<file path="config.mk">
export PLATFORM = sky130hd
export DESIGN_NAME = program_loader
export DESIGN_NICKNAME = d
export VERILOG_FILES = /design/src/rtl/program_loader.sv
export SDC_FILE = /design/constraint.sdc
export NUM_CORES = 1
export LEC_CHECK = 0
export ABC_CLOCK_PERIOD_IN_PS = 2150
export CORE_ASPECT_RATIO = 1.4
export CORE_MARGIN = 3
export CORE_UTILIZATION = 43
export CTS_CLUSTER_SIZE = 20
export DETAILED_ROUTE_END_ITERATION = 10
export PLACE_DENSITY = 0.75
export SLEW_MARGIN = 20
export SYNTH_ARGS = -nofsm -noshare
export SYNTH_HDL_FRONTEND = slang
export SYNTH_SLANG_ARGS = --single-unit
</file>
<file path="constraint.sdc">
create_clock -name clk -period 2.15 [get_ports clk]
set_clock_uncertainty 0.1 [all_clocks]
set_input_delay 0.5375 -clock clk [delete_from_list [all_inputs] [get_ports clk]]
set_output_delay 0.5375 -clock clk [all_outputs]
set_load 0.01 [all_outputs]
</file>
<file path="src/rtl/program_loader.sv">
// rtl/program_loader.sv - bytecode loader that parses a byte stream into program memory
// Opcodes 0x01/0x02 take 2/3 operands, 0xFF terminates; anything else or a full memory aborts.
module program_loader #(
  parameter int MEM_DEPTH = 1024,
  parameter int ADDR_W    = 10
) (
  input  logic              clk,
  input  logic              rst,
  input  logic              start,
  input  logic [7:0]        in_data,
  input  logic              in_valid,
  output logic              in_ready,
  output logic              mem_we,
  output logic [ADDR_W-1:0] mem_addr,
  output logic [7:0]        mem_wdata,
  output logic [ADDR_W:0]   byte_count,
  output logic              load_done,
  output logic              load_error,
  output logic [1:0]        err_code,
  output logic              cpu_enable
);

  typedef enum logic [2:0] {IDLE, OPC, OPR1, OPR2, OPR3, DONE, ERROR} state_t;

  localparam logic [ADDR_W:0] LAST_ADDR = (ADDR_W+1)'(MEM_DEPTH - 1);

  state_t     state;
  state_t     nxt;
  logic [1:0] nxt_err;
  logic       three_ops;
  logic       accept;
  logic       at_last;

  assign in_ready = (state == OPC) || (state == OPR1) || (state == OPR2) || (state == OPR3);
  assign accept   = in_valid && in_ready;
  assign at_last  = (byte_count == LAST_ADDR);

  // Next state for an accepted byte; opcode check outranks the overflow check.
  always_comb begin
    nxt     = state;
    nxt_err = 2'b00;
    case (state)
      OPC: begin
        if (in_data == 8'hFF) begin
          nxt = DONE;
        end else if (in_data == 8'h01 || in_data == 8'h02) begin
          nxt = OPR1;
        end else begin
          nxt     = ERROR;
          nxt_err = 2'b01;
        end
      end
      OPR1:    nxt = OPR2;
      OPR2:    nxt = three_ops ? OPR3 : OPC;
      OPR3:    nxt = OPC;
      default: nxt = state;
    endcase
    if (at_last && nxt != DONE && nxt != ERROR) begin
      nxt     = ERROR;
      nxt_err = 2'b10;
    end
  end

  always_ff @(posedge clk) begin
    if (rst) begin
      state      <= IDLE;
      three_ops  <= 1'b0;
      mem_we     <= 1'b0;
      mem_addr   <= '0;
      mem_wdata  <= '0;
      byte_count <= '0;
      load_done  <= 1'b0;
      load_error <= 1'b0;
      err_code   <= 2'b00;
      cpu_enable <= 1'b0;
    end else begin
      mem_we <= 1'b0;
      if (start && (state == IDLE || state == DONE || state == ERROR)) begin
        state      <= OPC;
        byte_count <= '0;
        load_done  <= 1'b0;
        load_error <= 1'b0;
        err_code   <= 2'b00;
        cpu_enable <= 1'b0;
      end else if (accept) begin
        mem_we     <= 1'b1;
        mem_addr   <= byte_count[ADDR_W-1:0];
        mem_wdata  <= in_data;
        byte_count <= byte_count + 1'b1;
        state      <= nxt;
        if (state == OPC) begin
          three_ops <= (in_data == 8'h02);
        end
        if (nxt == DONE) begin
          load_done  <= 1'b1;
          cpu_enable <= 1'b1;
        end else if (nxt == ERROR) begin
          load_error <= 1'b1;
          err_code   <= nxt_err;
          cpu_enable <= 1'b0;
        end
      end
    end
  end

endmodule
</file>
==> key figures <==
Final layout
  – P&R area growth vs syn: 46.8%
  – Post-route cell area: 2540 sq um
  – Final Net Count: 299
  – Final Util: 0.673
  – Fillers: 347
  – Layout cells sized above 1: 0.182
  – Antenna cell count: 0

Hold path
  – Hold Path Class: reg -> reg

CTS
  – CTS tree: done
  – H-tree depth: 2
  – Clock sinks: 39
  – Clock transition at the registers of the reported paths: 0.07 ns
  – Clk Latency, worst-skew pair: 0.29 ns
  – Total CTS buffers: 5
  – Root buffer cell: clkbuf_8
  – Hold-fix buffers, CTS: 0
  – Clk buf depth: 2

Route
  – Initial DRT Pass Iterations: 4
  – WL per Instance: 14.1 um
  – Routed wire length: 4620 um
  – DRC: 0
  – Iteration-0 DRC Markers: 50
  – Total number of vias: 1,822
  – Via density: 5.55
  – Antenna Nets Post-Route: 0

STA
  – Hold Vio Cnt, Final: 0
  – Slew Viols, Final: 0
  – Crit share post-route: 0.982
  – Finish-stage setup viols: 0
  – Worst Tran Pin Value: 0.549 ns
  – Worst rel slew slack: 0.631
  – Minimum clock period after layout: 2.11 ns
  – Unrepaired setup endpoints after global routing: no
  – F_max: 473 MHz

Critical path
  – WS Path Type: in -> reg
  – CP max stage delay: 0.52 ns
  – Kind of cell adding the most delay to the critical path: simple AND/OR/NAND/NOR gates
  – FF-to-FF setup slack: 0.13 ns
  – Slowest stage cell, crit path: or4_4
  – Critical path required time: 2.24 ns
  – Crit-path cells: clkbuf_2 > or4_4 > or4_4 > a211o_1 > a32o_1
  – Crit. End Element: flop
  – Crit-path max FO: 2
  – Worst Path Arrival: 2.20 ns
  – Setup crit start kind: input pin
  – CP Buf/Inv Count: 1
  – Most frequent CP cell: or4_4

Die
  – Core area: 3770 sq um
  – Std cell rows: 26
  – Die X: 59.6 um
  – Die area: 4830 sq um
  – Starting density of the core: 0.459
  – Die H: 81.1 um
  – Num ports: 48

Place
  – I/O Buffers: 47
  – GPL Wtd Cong: 0.809
  – Post-place instance area: 2440 sq um
  – DPL Wire Length: 3500 um

Job
  – Max-cap violations: 0

Synth
  – Post-Synthesis Cells: 212
  – Synth Net Count: 225
  – Asr flop ratio synth: 0
  – Yosys reg bits: 39
  – Post-synth EDFFs: 0
  – Post-synth top area share: 0.451
  – Ys Warns: 0
  – Primary FF master, synth: dfxtp_1
  – Synth area leaders: dfxtp_1, nand2_1, a21oi_1, clkbuf_1, nand4_1
  – Synthesized area: 1730 sq um
  – Syn_area_per_cell: 8.16 sq um
  – Sequential fraction of the synthesis area: 0.451
  – Cell taking the most area after synthesis: dfxtp_1
  – Number of library cell types mapped by synthesis: 42

Global route
  – Vias in the first global route: 1,787
  – Largest net degree at the start of global routing: 15
  – Total grt overflow: 0
  – Initial antenna violation count: 0
  – Total GRT Usage: 0.210
  – First-pass GRT wire length: 7870 um

Power and ir drop
  – Pwr dens: 630 nW/um^2
  – Leak: 0.929 nW
  – Total power: 1.60 mW
  – Max VDD drop: 0.563 mV

Status
  – Run status: completed
## per-stage QoR
step | worst slack (ns) | TNS, ns | hold slack (ns) | cells
CTS | -0.0793 | -0.0793 | 0.357 | 328
global route | 0.000340 | 0 | 0.378 | 328
detailed placement | -0.599 | -2.93 | 0.347 | 320
finish | 0.0379 | 0 | 0.353 | 328
floorplan | -0.119 | -0.119 | 0.354 | 212
global placement | -0.584 | -2.77 | 0.340 | 320
## timing repair
action                     CTS  global route
gates resized for setup      7             9
pin swaps                    4             4
setup endpoints to repair    6             5
setup buffers                1             0
## final timing paths
check | to | from | cells past startpoint
hold / removal | mem_addr[3]$_SDFFE_PP0P_ | mem_addr[3]$_SDFFE_PP0P_ | 2
hold reg to reg | mem_addr[3]$_SDFFE_PP0P_ | mem_addr[3]$_SDFFE_PP0P_ | 2
setup reg to reg | err_code[1]$_SDFFE_PP0P_ | byte_count[0]$_SDFFE_PP0P_ | 5
setup / recovery | load_error$_SDFFE_PP0P_ | in_data[2] | 5
## cell usage in the layout (no fill, tap or decap), types with 2 or more instances in the layout
cell type	netlist	layout
a211o_1	2	2
a211oi_1	2	2
a21oi_1	27	27
and3_1	3	3
and4_1	2	2
buf_4	0	32
clkbuf_2	0	3
clkbuf_8	0	6
clkdlybuf4s50_1	0	42
dfxtp_1	39	38
inv_1	3	3
nand2_1	46	46
nand2b_1	3	3
nand3_1	4	4
nand4_1	6	6
nor2_1	10	10
nor2b_1	3	3
nor4_1	2	2
o21ai_0	6	6
o221a_2	2	2
o31ai_1	3	3
or3_1	5	4
or4_1	4	4
or4_4	2	2
xnor2_1	2	2
xor2_1	3	3
## worst min-delay path: cells and delay by family (launching register included)
kind	cells	cell delay, ns
DFF	1	0.31
AOI/OAI and AO/OA	1	0.05
and+or+nand+nor	1	0.05
## logic make-up (layout without fill, tap and decap cells)
| family | count (synthesis) | count (layout) | synth area share |
|---|---|---|---|
| DFF | 39 | 39 | 0.451 |
| adders and majority gates | 1 | 1 | 0.00723 |
| AOI/OAI and AO/OA | 55 | 55 | 0.201 |
| xor gates and xnor gates | 5 | 5 | 0.0253 |
| buffers and inverters | 16 | 90 | 0.0347 |
| and+or+nand+nor | 96 | 96 | 0.281 |
## layer usage
layer  up-vias  track usage  part of all wire
met3         6       0.0493             0.050
met4         0       0.0599             0.010
met5         -            0                 0
met2        51        0.398              0.54
li1        914            -                 -
met1       851        0.225              0.39
## cell type report
| cell class | count | area [sq um] | area share |
|---|---|---|---|
| multi-input combinational | 157 | 901 | 0.355 |
| sequential | 39 | 782 | 0.308 |
| timing repair buffer | 80 | 706 | 0.278 |
| clock buffer | 6 | 82.6 | 0.0325 |
| tap | 42 | 52.6 | 0.0207 |
| inverter | 3 | 11.3 | 0.00443 |
| clock inverter | 1 | 5.00 | 0.00197 |
## state kept, by name (all words and copies together), names as in the netlist
name,count
byte_count,11
cpu_enable,1
err_code,2
load_done,1
load_error,1
mem_addr,10
mem_wdata,8
mem_we,1
state,3
three_ops,1
## synth_stat cells (2+ instances only)
cell      instances
or4_1             4
nand2_1          46
nor2b_1           3
o21ai_0           6
inv_1             3
dfxtp_1          39
nand2b_1          3
or3_1             5
nor4_1            2
a211o_1           2
and3_1            3
and4_1            2
nand4_1           6
o31ai_1           3
or4_4             2
xnor2_1           2
clkbuf_1         13
a211oi_1          2
a21oi_1          27
nand3_1           4
a311oi_1          2
o221a_2           2
nor2_1           10
xor2_1            3
## where the power goes
group	internal [mW]	switching, mW
Combinational	0.164	0.174
Clock	0.252	0.244
Sequential	0.748	0.0176
No activity file was read; power rests on OpenSTA's default activity.
